===== src/rtl/pipe_pkg.sv =====
// Shared types for the elastic pipeline register: occupancy state encoding
// and the width of the occupancy count.
package pipe_pkg;

  localparam int unsigned PIPE_CNT_W = 2;

  typedef enum logic [PIPE_CNT_W-1:0] {
    PIPE_EMPTY = 2'd0,
    PIPE_BUSY  = 2'd1,
    PIPE_FULL  = 2'd2
  } pipe_state_t;

endpackage


===== src/rtl/pipe_skid_reg_ctrl.sv =====
// Occupancy FSM for the two-entry skid register. Handshake outputs are
// registered from the next state so no input reaches an output combinationally.
module pipe_skid_reg_ctrl
  import pipe_pkg::*;
(
  input  logic                  clk,
  input  logic                  rst,
  input  logic                  squash,
  input  logic                  istream_val,
  output logic                  istream_rdy,
  output logic                  ostream_val,
  input  logic                  ostream_rdy,
  output logic [PIPE_CNT_W-1:0] count,
  output logic                  m_en,
  output logic                  s_en,
  output logic                  m_sel_skid,
  output logic                  clr
);

  pipe_state_t              state_r;
  pipe_state_t              next_state_s;
  logic                     rdy_r;
  logic                     val_r;
  logic [PIPE_CNT_W-1:0]    count_r;
  logic                     in_fire_s;
  logic                     out_fire_s;

  assign in_fire_s   = istream_val & rdy_r;
  assign out_fire_s  = val_r & ostream_rdy;
  assign istream_rdy = rdy_r;
  assign ostream_val = val_r;
  assign count       = count_r;

  // Next-state and data-register write enables
  always_comb begin
    next_state_s = state_r;
    m_en         = 1'b0;
    s_en         = 1'b0;
    m_sel_skid   = 1'b0;
    clr          = 1'b0;
    if (rst || squash) begin
      next_state_s = PIPE_EMPTY;
      clr          = 1'b1;
    end else begin
      case (state_r)
        PIPE_EMPTY: begin
          if (in_fire_s) begin
            m_en         = 1'b1;
            next_state_s = PIPE_BUSY;
          end else begin
            next_state_s = PIPE_EMPTY;
          end
        end
        PIPE_BUSY: begin
          if (in_fire_s && out_fire_s) begin
            m_en         = 1'b1;
            next_state_s = PIPE_BUSY;
          end else if (in_fire_s) begin
            s_en         = 1'b1;
            next_state_s = PIPE_FULL;
          end else if (out_fire_s) begin
            next_state_s = PIPE_EMPTY;
          end else begin
            next_state_s = PIPE_BUSY;
          end
        end
        PIPE_FULL: begin
          // Upstream is stalled here, so only the drain path exists
          if (out_fire_s) begin
            m_en         = 1'b1;
            m_sel_skid   = 1'b1;
            next_state_s = PIPE_BUSY;
          end else begin
            next_state_s = PIPE_FULL;
          end
        end
        default: begin
          next_state_s = PIPE_EMPTY;
          clr          = 1'b1;
        end
      endcase
    end
  end

  // State register with handshake outputs registered from the next state
  always_ff @(posedge clk) begin
    if (rst) begin
      state_r <= PIPE_EMPTY;
      rdy_r   <= 1'b1;
      val_r   <= 1'b0;
      count_r <= {PIPE_CNT_W{1'b0}};
    end else begin
      state_r <= next_state_s;
      rdy_r   <= (next_state_s != PIPE_FULL);
      val_r   <= (next_state_s != PIPE_EMPTY);
      count_r <= next_state_s;
    end
  end

endmodule


===== src/rtl/pipe_skid_reg.sv =====
// Two-entry elastic pipeline register: head entry M drives ostream, skid
// entry S absorbs one message when downstream stalls.
module pipe_skid_reg
  import pipe_pkg::*;
#(
  parameter int unsigned          p_nbits       = 32,
  parameter logic [p_nbits-1:0]   p_reset_value = {p_nbits{1'b0}}
) (
  input  logic                  clk,
  input  logic                  rst,
  input  logic                  squash,
  input  logic                  istream_val,
  output logic                  istream_rdy,
  input  logic [p_nbits-1:0]    istream_msg,
  output logic                  ostream_val,
  input  logic                  ostream_rdy,
  output logic [p_nbits-1:0]    ostream_msg,
  output logic [PIPE_CNT_W-1:0] count
);

  logic               m_en_s;
  logic               s_en_s;
  logic               m_sel_skid_s;
  logic               clr_s;
  logic [p_nbits-1:0] m_r;
  logic [p_nbits-1:0] s_r;
  logic [p_nbits-1:0] m_next_s;

  pipe_skid_reg_ctrl u_ctrl (
    .clk         (clk),
    .rst         (rst),
    .squash      (squash),
    .istream_val (istream_val),
    .istream_rdy (istream_rdy),
    .ostream_val (ostream_val),
    .ostream_rdy (ostream_rdy),
    .count       (count),
    .m_en        (m_en_s),
    .s_en        (s_en_s),
    .m_sel_skid  (m_sel_skid_s),
    .clr         (clr_s)
  );

  // Head entry source: refill from skid when draining FULL, else upstream
  always_comb begin
    if (m_sel_skid_s) begin
      m_next_s = s_r;
    end else begin
      m_next_s = istream_msg;
    end
  end

  // Data entries; written only on the enables from the controller
  always_ff @(posedge clk) begin
    if (clr_s) begin
      m_r <= p_reset_value;
      s_r <= p_reset_value;
    end else begin
      if (m_en_s) begin
        m_r <= m_next_s;
      end
      if (s_en_s) begin
        s_r <= istream_msg;
      end
    end
  end

  assign ostream_msg = m_r;

endmodule


===== config.mk =====
export PLATFORM = sky130hd
export DESIGN_NAME = pipe_skid_reg
export DESIGN_NICKNAME = d
export VERILOG_FILES = /design/src/rtl/pipe_pkg.sv /design/src/rtl/pipe_skid_reg_ctrl.sv /design/src/rtl/pipe_skid_reg.sv
export SDC_FILE = /design/constraint.sdc
export NUM_CORES = 1
export LEC_CHECK = 0
export BUFFER_PORTS_ARGS = -buffer_cell sky130_fd_sc_hd__buf_2
export CORE_ASPECT_RATIO = 1.2
export CORE_MARGIN = 4
export CORE_UTILIZATION = 46
export DETAILED_ROUTE_END_ITERATION = 6
export PLACE_DENSITY = 0.76
export RECOVER_POWER = 100
export SLEW_MARGIN = 30
export SYNTH_ARGS = -nofsm -noshare
export SYNTH_HDL_FRONTEND = slang
export SYNTH_SLANG_ARGS = --single-unit

===== constraint.sdc =====
create_clock -name clk -period 1.65 [get_ports clk]
set_clock_uncertainty 0.15 [all_clocks]
set_input_delay 0.2475 -clock clk [delete_from_list [all_inputs] [get_ports clk]]
set_output_delay 0.2475 -clock clk [all_outputs]
set_load 0.05 [all_outputs]

# Word level (Yosys, flattened, before mapping)
# Cells that the tools add are included.
[totals]
output_inout_bits = 36
ff_bits = 68
in_bits = 37
[op_classes]
n_reduce_logical = 5
eq_ne = 3
bitwise = 2
n_mux = 20
[ops]
columns = ["operator", "count"]
rows = [
  ["$mux 32", 1],
  ["$mux 1", 13],
  ["$mux 2", 4],
  ["$pmux 2 s3", 1],
  ["$pmux 1 s3", 1],
  ["$reduce_or 3->1", 1],
  ["$and 1x1->1", 2],
  ["$eq 2x1->1 const B", 1],
  ["$eq 2x2->1 const B", 1],
  ["$logic_not 2->1", 1],
  ["$ne 2x2->1 const B", 1],
  ["$reduce_bool 2->1", 1],
  ["$logic_and 1x1->1", 1],
  ["$logic_or 1x1->1", 1],
]

# Longest topological paths before layout
# Gate-level depths: netlist of the first run.
[depth]
ltp_word = 7
ltp_mapped = 8
mapped_depth_nobuf = 6

# Modules after synthesis
# Synthesis of the first run repeated with hierarchy kept, for this count alone.
[hier_totals]
hier_cells = 279
area_unflattened_um2 = 2831.5
[by_module_without_submodules]
columns = ["mod", "cells_per_inst", "area_each_um2", "n_inst", "seq_area_each_um2"]
rows = [
  ["pipe_skid_reg", 246, 2562.5, 1, 1281.2],
  ["pipe_skid_reg_ctrl", 33, 269.0, 1, 80.1],
]

# Least setup slack after synthesis of the first run
# Ideal clock, no wire load.
[synth_path]
path_type = "register to register"
start = "reg u_ctrl.val_r, in the netlist u_ctrl.ostream_val"
end = "reg m_r[0], in the netlist ostream_msg[0]"
setup_time_ns = 0.122
required_ns = 1.378
synth_period_minus_slack_ns = 2.072
path_stages_with_launch = 9
n_path_buf = 2
setup_slack_ns = -0.422
t_arrival_ns = 1.801
path_cell_list = "dfxtp_1 nand2_1 inv_1 ha_1 nand3b_1 and4b_1 buf_6 buf_6 a221o_1"
[synth_between]
elab_chain_len = 5
[synth_rtl]
columns = ["element", "line_no", "source"]
rows = [
  ["start, declared", "pipe_skid_reg_ctrl.sv:23", "logic val_r;"],
  ["start signal, assigned", "pipe_skid_reg_ctrl.sv:95", "val_r <= (next_state_s != PIPE_EMPTY);"],
  ["$and 1x1->1 *", "pipe_skid_reg_ctrl.sv:29", "assign out_fire_s = val_r & ostream_rdy;"],
  ["$logic_and 1x1->1 or $mux 1 (tied branches)", "pipe_skid_reg_ctrl.sv:55, pipe_skid_reg_ctrl.sv:69", ""],
  ["$mux 1 (on tied branches)", "pipe_skid_reg_ctrl.sv:55, pipe_skid_reg_ctrl.sv:45", ""],
  ["$pmux 1 s3 or $mux 1 (tied branches)", "pipe_skid_reg_ctrl.sv:45, pipe_skid_reg_ctrl.sv:41", ""],
  ["$mux 1 or $mux 32 (tied branches)", "pipe_skid_reg_ctrl.sv:41, pipe_skid_reg.sv:46", ""],
  ["end signal, assigned", "pipe_skid_reg.sv:56", "m_r <= p_reset_value;"],
  ["end signal, assigned", "pipe_skid_reg.sv:60", "m_r <= m_next_s;"],
  ["end, declared", "pipe_skid_reg.sv:25", "logic [p_nbits-1:0] m_r;"],
]
# Every way passes the cells marked *; elsewhere a longest branch is shown, timed or not.
# A chain may end at the register's enable or synchronous reset.

# Worst setup path after layout of the first run
[layout_path]
start = "reg u_ctrl.rdy_r, in the netlist u_ctrl.istream_rdy"
end = "reg m_r[21], in the netlist ostream_msg[21]"
[layout_between]
elab_chain_len = 5
[layout_rtl]
columns = ["element", "line_no", "source"]
rows = [
  ["start, declared", "pipe_skid_reg_ctrl.sv:22", "logic rdy_r;"],
  ["start signal, assigned", "pipe_skid_reg_ctrl.sv:94", "rdy_r <= (next_state_s != PIPE_FULL);"],
  ["$and 1x1->1 *", "pipe_skid_reg_ctrl.sv:28", "assign in_fire_s = istream_val & rdy_r;"],
  ["$logic_and 1x1->1", "pipe_skid_reg_ctrl.sv:55", "if (in_fire_s && out_fire_s) begin"],
  ["$mux 1", "pipe_skid_reg_ctrl.sv:55", ""],
  ["$pmux 1 s3 *", "pipe_skid_reg_ctrl.sv:45", "case (state_r)"],
  ["$mux 1 *", "pipe_skid_reg_ctrl.sv:41", "if (rst || squash) begin"],
]
# Marked as above.

==> impl_metrics.ini, run 1 <==
[sta]
slew_headroom_pct = 73.09
worst_pin_slew_ps = 403.6
final_max_slew_viol_count = 0
max_freq_mhz = 580.1
rsz0062_at_grt = true
finalCritPeriodShare_pct = 104.5
final_hold_viol_count = 0
tns_ps = -1126
setup_viol = 32
period_needed_ps = 1724
timing.final.ws_setup_ps = -73.77

[layout]
areaGrowthSynthToFinish_pct = 45.81
layout_commonest_cell = dfxtp_1
drive_gt1_share_pct = 41.19
diodes = 0
nNetsFinal = 420
fillCellCount = 401
layout_common_cells = dfxtp_1 (64), nor3_1 (47), buf_2 (36), clkbuf_2 (36)
final_cells = 448
final_util_pct = 70.76

[worst_setup_path]
slowest_stage = dfxtp_4
r2r_cells = 6
r2r-start = u_ctrl.istream_rdy$_SDFF_PP1_
worstPathRequired_ps = 1720
r2r-end = ostream_msg[21]$_SDFFE_PP0P_
critPathLaunchType = flop
crit_chain = and2_4 -> ha_4 -> nand3b_1 -> and4b_2 -> buf_6 -> a221o_1
cp.arrival_ps = 1800
critPathMaxStageDelay_ps = 340
worstPathMaxFanout = 8
reg2reg_slack_ps = -70
worstSetupPathType = reg2reg
end_kind = flop

[hold_path]
worstHoldPathCells = 2
min_path_type = in2reg
worstHoldEndpoint = ostream_msg[25]$_SDFFE_PP0P_
min_from = istream_msg[25]

[placed_design]
finalWeightedCongestion = 0.7446
dp.cells = 407
place_hpwl_um = 4499
io_buffers = 72

[clock_tree]
cts_tree = done
htree_levels = 3
clkSinkCount = 68
clkTransAtPathRegs_ps = 70
clk_latency_ps = 340
clockBufferDepth = 2
cts_buffers = 9
root_buffer = clkbuf_8

[power]
p_per_area_nw_per_um2 = 920.1
ir_drop_mv = 0.4725
leakage_uw = 0.001681
finalPower_uw = 3543

[detailed_routing]
drt_iter0_markers = 253
wl_met3_um = 521
via_count = 2598
drc = 0
avgRoutedWirePerCell_um = 16.64
routed_wl_um = 7456
top_layer = met4
met1_length_um = 3195
vias_per_cell = 5.799
dr_wl_met2_um = 3630
antenna_left = 0
firstDrtPassIters = 5

[run]
cap_violations = 0

[die]
fp.dieH_um = 91.01
start_util_pct = 48.53
die_area_sq_um = 7024
io_pins = 73
fp-row-count = 29
core_area_sq_um = 5443
die_w_um = 77.18

[global_routing]
grt_pass1_wl_um = 11260
grt.total_usage_pct = 19.90
first_global_vias = 2389
grt-ovfl-total = 0
antenna_found_initial = 0
grt_max_degree = 33

[logic_synthesis]
syn_area_sq_um = 2641
synth-seq-cells = 68
yosysSeqAreaShare_pct = 51.54
syn_area_per_cell_sq_um = 9.433
yosysUniqueCellTypes = 23
yosys_warnings = 0
synthCells = 280
syn_nets = 319

[status]
violations = negative setup slack
outcome = finished, violations left
synth_stat cells:
library cell	number	area share, %
a221o_1	32	12
o21ai_0	1	0.19
nor3_1	64	12
ha_1	2	0.95
nand2_1	1	0.14
a211o_1	1	0.33
a21oi_1	1	0.19
nand4b_1	1	0.33
nand3b_1	4	1.1
and3b_1	1	0.33
clkbuf_1	20	2.8
and2_1	1	0.24
dfxtp_1	68	52
inv_1	3	0.43
buf_6	5	2.1
and4b_1	2	0.76
and3_1	32	7.6
buf_2	3	0.57
or2_1	1	0.24
a31o_2	1	0.33
nor2_1	34	4.8
nand4bb_1	1	0.43
a31oi_1	1	0.24
layer usage:
layer,vias to the layer above,global-route usage (%)
li1,1239,-
met1,1242,26.20
met2,105,31.41
met3,12,3.861
met4,0,9.347
met5,-,0
through the flow:
stage	hold WS, ps	instance area [sq um]	setup WS (ps)
6_report	9.159	3851	-73.77
5_1_grt	3.272	3851	-131.9
4_1_cts	0.6402	3577	-36.70
3_5_place_dp	317.6	3179	-36.45
3_3_place_gp	314.8	3179	-13.40
2_1_floorplan	236.4	2681	-102.9
kinds of logic (layout without fill, tap and decap cells):
family	after synthesis	in the layout	synth area share, %
buffers and inverters	31	137	5.968
adders and majority gates	2	2	0.9473
and+or+nand+nor	142	142	28.14
AOI/OAI and AO/OA	37	37	13.41
DFF	68	68	51.54
state kept, by name (all words and copies together), names as in the netlist:
register and flops:
ostream_msg 32, s_r 32, u_ctrl.count 2, u_ctrl.istream_rdy 1
u_ctrl.ostream_val 1
worst max-delay path, delay by kind of cell (launching register included):
kind	cells	cell delay, ps
and+or+nand+nor	3	530
adders and majority gates	1	110
AOI/OAI and AO/OA	1	320
buffers and inverters	1	160
DFF	1	340
report_power, final:
part / total, uW / internal, uW / switching [uW]
Sequential: 1710 / 1680 / 26.5
Clock: 1370 / 762 / 608
Combinational: 468 / 183 / 285
Total: 3540 / 2620 / 919
timing repair:
action	in CTS	in global routing
setup buffers	0	1
hold buffers	19	0
gates cloned	0	5
endpoints found under the hold margin	19	0
endpoints found under the setup margin	29	54
pin swaps	0	17
resized for setup	0	51
final cells by class:
type,count,area (sq um),share of cell area (%)
tap,62,77.57,2.014
timing repair buffer,118,872.1,22.64
inverter,3,11.26,0.2924
sequential,68,1376,35.74
multi-input combinational,181,1306,33.92
clock buffer,14,193.9,5.036
clock inverter,2,13.76,0.3574
worst max path at each step:
stage,startpoint,end,slack [ps],depth (start not counted)
finish,u_ctrl.istream_rdy$_SDFF_PP1_,ostream_msg[21]$_SDFFE_PP0P_,-70,6
global route,u_ctrl.istream_rdy$_SDFF_PP1_,ostream_msg[21]$_SDFFE_PP0P_,-130,6
CTS,u_ctrl.istream_rdy$_SDFF_PP1_,ostream_msg[11]$_SDFFE_PP0P_,-40,6
detailed placement,ostream_rdy,ostream_msg[11]$_SDFFE_PP0P_,-40,8
global placement,istream_val,ostream_msg[25]$_SDFFE_PP0P_,-10,7
floorplan,u_ctrl.istream_rdy$_SDFF_PP1_,ostream_msg[0]$_SDFFE_PP0P_,-100,7
No activity file was read; power rests on OpenSTA's default activity.
==> run 2, diff against run 1 <==
--- a/config.mk
+++ b/config.mk
@@ -6,11 +6,13 @@
 export NUM_CORES = 1
 export LEC_CHECK = 0
 export BUFFER_PORTS_ARGS = -buffer_cell sky130_fd_sc_hd__buf_2
+export CELL_PAD_IN_SITES_DETAIL_PLACEMENT = 1
+export CELL_PAD_IN_SITES_GLOBAL_PLACEMENT = 1
 export CORE_ASPECT_RATIO = 1.2
 export CORE_MARGIN = 4
-export CORE_UTILIZATION = 46
+export CORE_UTILIZATION = 35
 export DETAILED_ROUTE_END_ITERATION = 6
-export PLACE_DENSITY = 0.76
+export PLACE_DENSITY = 0.77
 export RECOVER_POWER = 100
 export SLEW_MARGIN = 30
 export SYNTH_ARGS = -nofsm -noshare
==> run 2 against run 1 <==
  * The flow still finishes with violations (negative setup slack)
  * Register-to-register slack better by 30 ps
  * Cell count up 1.1%
  * Count of clock-buffer cells in the layout down 1
  * Non-clock buffer count down 21
  * Combinational power down 5.8%
  * Power up 0.55%
  * Clock power up 4%
  * Wire length up 13%
  * Sequential power about the same
  * Die area up 28%
  * Sequential share of layout area up 1.5 points
  * Highest routed layer unchanged
==> impl_metrics.ini, run 2 (synthesis results as in run 1) <==
[worst_setup_path]
worstSetupStartpoint = u_ctrl.istream_rdy$_SDFF_PP1_
worstPathMaxFanout = 17
cp.arrival_ps = 1750
end_kind = flop
reg2reg_slack_ps = -40
r2r-start = u_ctrl.istream_rdy$_SDFF_PP1_
r2r_cells = 6
worstPathRequired_ps = 1710
worstSetupPathType = reg2reg
r2r-end = ostream_msg[4]$_SDFFE_PP0P_
critPathLaunchType = flop
crit_path_end = ostream_msg[4]$_SDFFE_PP0P_

[global_routing]
grt-ovfl-total = 0
grt.total_usage_pct = 18.34
grt_pass1_wl_um = 12960
first_global_vias = 2573
antenna_found_initial = 0
grt_max_degree = 34

[detailed_routing]
drt_iter0_markers = 145
via_count = 2517
avgRoutedWirePerCell_um = 18.58
firstDrtPassIters = 4
routed_wl_um = 8416
vias_per_cell = 5.556
drc = 0
antenna_left = 0

[clock_tree]
root_buffer = clkbuf_8
clk_latency_ps = 320
clockBufferDepth = 2
cts_tree = done
cts_buffers = 9
htree_levels = 3
clkTransAtPathRegs_ps = 80
clkSinkCount = 68

[hold_path]
min_path_type = in2reg

[status]
outcome = finished, violations left
violations = negative setup slack

[run]
cap_violations = 0

[layout]
fillCellCount = 832
diodes = 0
areaGrowthSynthToFinish_pct = 40.03
drive_gt1_share_pct = 42.15
final_cells = 453
nNetsFinal = 399
layout_common_cells = dfxtp_1 (64), nor3_1 (37), buf_2 (37), clkbuf_2 (35)
layout_commonest_cell = dfxtp_1

[die]
start_util_pct = 36.10
die_w_um = 87.30
fp.dieH_um = 103.2
die_area_sq_um = 9006
io_pins = 73
core_area_sq_um = 7317
fp-row-count = 34

[sta]
finalCritPeriodShare_pct = 102.4
max_freq_mhz = 591.7
tns_ps = -667.1
final_max_slew_viol_count = 0
final_hold_viol_count = 0
slew_headroom_pct = 71.17
worst_pin_slew_ps = 432.4
period_needed_ps = 1690
timing.final.ws_setup_ps = -40.18
rsz0062_at_grt = true
setup_viol = 32

[placed_design]
dp.cells = 431
finalWeightedCongestion = 0.6881
place_hpwl_um = 5145
io_buffers = 72

[power]
p_per_area_nw_per_um2 = 963.3
ir_drop_mv = 0.4645
leakage_uw = 0.001589
[run 2: cell count changes in the layout (fill, tap and decap cells not counted), moves of 2 or more]
cell,change
clkbuf_8,-2
nor2_1,+4
buf_6,-2
dlygate4sd3_1,-15
nor2_4,-3
buf_12,+2
nor3_1,-10
nor3_2,+9
buf_4,-5
[run 2: worst min-delay path by stage]
stage | from | to | slack [ps] | cells past startpoint
2_1_floorplan | istream_msg[0] | ostream_msg[0]$_SDFFE_PP0P_ | 240 | 1
3_3_place_gp | ostream_msg[9]$_SDFFE_PP0P_ | ostream_msg[9]$_SDFFE_PP0P_ | 310 | 1
3_5_place_dp | ostream_msg[17]$_SDFFE_PP0P_ | ostream_msg[17]$_SDFFE_PP0P_ | 320 | 1
4_1_cts | istream_msg[14] | ostream_msg[14]$_SDFFE_PP0P_ | 0.1 | 2
5_1_grt | istream_msg[18] | ostream_msg[18]$_SDFFE_PP0P_ | 0.1 | 2
6_report | istream_msg[19] | ostream_msg[19]$_SDFFE_PP0P_ | 20 | 2
[run 2: per-stage QoR]
stage | hold slack [ps] | power (uW) | utilization (%) | setup slack [ps] | cell area, sq um
finish | 21.21 | 3563 | 50.55 | -40.18 | 3699
detailed placement | 320.6 | 2142 | 43.86 | -59.16 | 3209
floorplan | 236.4 | 1983 | - | -102.9 | 2681
global placement | 313.6 | 2131 | 43.86 | -10.63 | 3209
CTS | 0.1179 | 3550 | 47.13 | -34.93 | 3448
global route | 0.1080 | 3711 | 50.55 | -115.1 | 3699
[run 2: layout make-up]
cell class	count	area [sq um]	share of cell area (%)
Clock buffer	13	170.2	4.601
Sequential cell	68	1376	37.21
Clock inverter	1	30.03	0.8119
Multi-Input combinational cell	181	1311	35.45
Timing Repair Buffer	97	686.9	18.57
Inverter	3	11.26	0.3045
Tap cell	90	112.6	3.045
[run 2: per-layer routing]
metal / part of all wire [%] / up-vias / track usage [%] / wire length (um)
met3: 5.3 / 2 / 4.716 / 442
li1: - / 1194 / - / -
met2: 52 / 74 / 32.71 / 4383
met1: 42 / 1247 / 22.19 / 3573
met5: 0 / - / 0 / 0
met4: 0.20 / 0 / 3.778 / 17
[run 2: critical path, stage by stage (launching register included)]
cell	delay (ps)
dfxtp_4	340
and2_4	150
ha_4	110
nand3b_1	100
and4b_1	230
buf_6	170
a221o_1	320
[run 2: timing repair]
| item | in CTS | in global routing |
|---|---|---|
| pin swaps | 0 | 1 |
| cloned | 0 | 3 |
| endpoints found under the hold margin | 3 | 1 |
| hold buffers | 3 | 1 |
| gates resized for setup | 3 | 39 |
| setup endpoints to repair | 33 | 58 |
| buffers inserted | 0 | 1 |
[run 2: power breakdown]
group / switching, uW / internal (uW) / total (uW)
Clock: 597 / 818 / 1420
Combinational: 288 / 153 / 441
Sequential: 27.8 / 1680 / 1710
==> run 3, diff against run 2 <==
--- a/config.mk
+++ b/config.mk
@@ -5,11 +5,11 @@
 export SDC_FILE = /design/constraint.sdc
 export NUM_CORES = 1
 export LEC_CHECK = 0
-export BUFFER_PORTS_ARGS = -buffer_cell sky130_fd_sc_hd__buf_2
+export BUFFER_PORTS_ARGS = -buffer_cell sky130_fd_sc_hd__buf_4
 export CELL_PAD_IN_SITES_DETAIL_PLACEMENT = 1
 export CELL_PAD_IN_SITES_GLOBAL_PLACEMENT = 1
 export CORE_ASPECT_RATIO = 1.2
-export CORE_MARGIN = 4
+export CORE_MARGIN = 1
 export CORE_UTILIZATION = 35
 export DETAILED_ROUTE_END_ITERATION = 6
 export PLACE_DENSITY = 0.77
==> run 3 against run 2 <==
  * The run still ends with negative setup slack left
  * First-iteration DRC count fell by 42%
  * Count of clock-buffer cells in the layout fell by 3
  * Via count increased by 0.79%
  * Critical path type unchanged
  * Largest cell class unchanged
==> impl_metrics.ini, run 3 (synthesis results as in run 1) <==
[power]
p_seq_share_pct = 44.8
p_sw_share_pct = 25.47
p_switching_uw = 969.9
p_per_area_nw_per_um2 = 976.7
ir_drop_mv = 0.4888
p_int_uw = 2838
leakage_uw = 0.001682
clkPwrFrac_pct = 42.5
finalPower_uw = 3808
p_comb_share_pct = 12.8

[clock_tree]
cts_buffers = 9
root_buffer = clkbuf_8
clk_latency_ps = 350
htree_levels = 3
clkSinkCount = 68
clkTransAtPathRegs_ps = 80
clockBufferDepth = 2
cts_tree = done

[die]
die_area_sq_um = 7899
fp.dieH_um = 97.16
io_pins = 73
fp-row-count = 34
core_area_sq_um = 7274
die_w_um = 81.30
start_util_pct = 36.31

[layout]
areaGrowthSynthToFinish_pct = 47.61
layout_common_cells = dfxtp_1 (64), nor3_1 (61), buf_4 (46), clkbuf_2 (33)
final_area_sq_um = 3899
diodes = 0
layout_commonest_cell = dfxtp_1
drive_gt1_share_pct = 32.56
nNetsFinal = 421
final_util_pct = 53.59
final_cells = 477

[placed_design]
pre_cts_ws_ps = -32.04
dpl-instance-area_sq_um = 3374
finalWeightedCongestion = 0.8172
dp.cells = 429
io_buffers = 72
place_hpwl_um = 4809

[detailed_routing]
drt_iter0_markers = 84
avgRoutedWirePerCell_um = 16.29
antenna_left = 0
via_count = 2537
routed_wl_um = 7772
drc = 0
vias_per_cell = 5.319
firstDrtPassIters = 4

[sta]
max_freq_mhz = 592.8
period_needed_ps = 1687
rsz0062_at_grt = true
finalCritPeriodShare_pct = 102.2
slew_headroom_pct = 75.16
timing.final.ws_setup_ps = -36.92
setup_viol = 32
final_max_slew_viol_count = 0
final_hold_viol_count = 0
worst_pin_slew_ps = 372.6

[global_routing]
grt.total_usage_pct = 20.94
grt_max_degree = 34
first_global_vias = 2628
grt_pass1_wl_um = 12480
antenna_found_initial = 0
grt-ovfl-total = 0

[hold_path]
worstHoldPathCells = 4
min_path_type = in2reg
min_from = rst

[status]
outcome = finished, violations left
violations = negative setup slack

[worst_setup_path]
critPathLaunchType = flop
end_kind = flop
r2r-start = u_ctrl.istream_rdy$_SDFF_PP1_
cp.arrival_ps = 1770
worstPathRequired_ps = 1730
worstPathMaxFanout = 32
worstSetupStartpoint = u_ctrl.istream_rdy$_SDFF_PP1_
worstSetupPathType = reg2reg
r2r_cells = 6

[run]
cap_violations = 0
-- run 3: layer usage --
layer  vias up  part of all wire [%]  GRT usage [%]
met5         -                     0              0
met4         0                   1.8          8.654
met3        12                   3.4          5.540
met2        61                    52          37.37
met1      1219                    43          22.49
li1       1245                     -              -
-- run 3: layout make-up --
| type | count | area [sq um] |
|---|---|---|
| Multi-Input combinational cell | 181 | 1182 |
| Clock buffer | 10 | 148.9 |
| Tap cell | 90 | 112.6 |
| Timing Repair Buffer | 119 | 973.4 |
| Inverter | 3 | 11.26 |
| Sequential cell | 68 | 1376 |
| Fill cell | 842 | 3376 |
| Clock inverter | 6 | 93.84 |
-- run 3: worst max-delay path, stage by stage, from the launching register on --
cell	delay (ps)
dfxtp_4	350
and2_4	150
ha_4	110
nand3b_1	90
and4b_1	220
buf_12	180
a221o_1	310
-- run 3: power groups by stage --
stage / registers [uW] / logic (uW) / clock network, uW
2_1_floorplan: 1840 / 140 / 0
3_3_place_gp: 1740 / 431 / 0
3_5_place_dp: 1740 / 438 / 0
4_1_cts: 1710 / 497 / 1650
5_1_grt: 1710 / 518 / 1740
6_report: 1710 / 486 / 1620
-- run 3: timing repair --
action                                  CTS  global route
setup buffers                             0             0
pin swaps                                 0             1
gates resized for setup                   1            13
endpoints found under the hold margin    30             2
endpoints found under the setup margin   33            66
hold buffers                             30             2
-- run 3: worst paths after layout --
| kind | endpoint | slack [ps] |
|---|---|---|
| worst max-delay path | ostream_msg[12]$_SDFFE_PP0P_ | -40 |
| worst min register to register | s_r[30]$_SDFFE_PP0P_ | 340 |
| worst min-delay path | u_ctrl.istream_rdy$_SDFF_PP1_ | 160 |
| worst max register to register | ostream_msg[12]$_SDFFE_PP0P_ | -40 |
-- run 3: stage by stage --
step	hold slack, ps	TNS [ps]
after floorplan	236.4	-3086
after detailed placement	326.3	-652.0
after global routing	155.1	-3126
after global placement	319.1	0
final	161.5	-587.5
after CTS	0.6836	-964.4
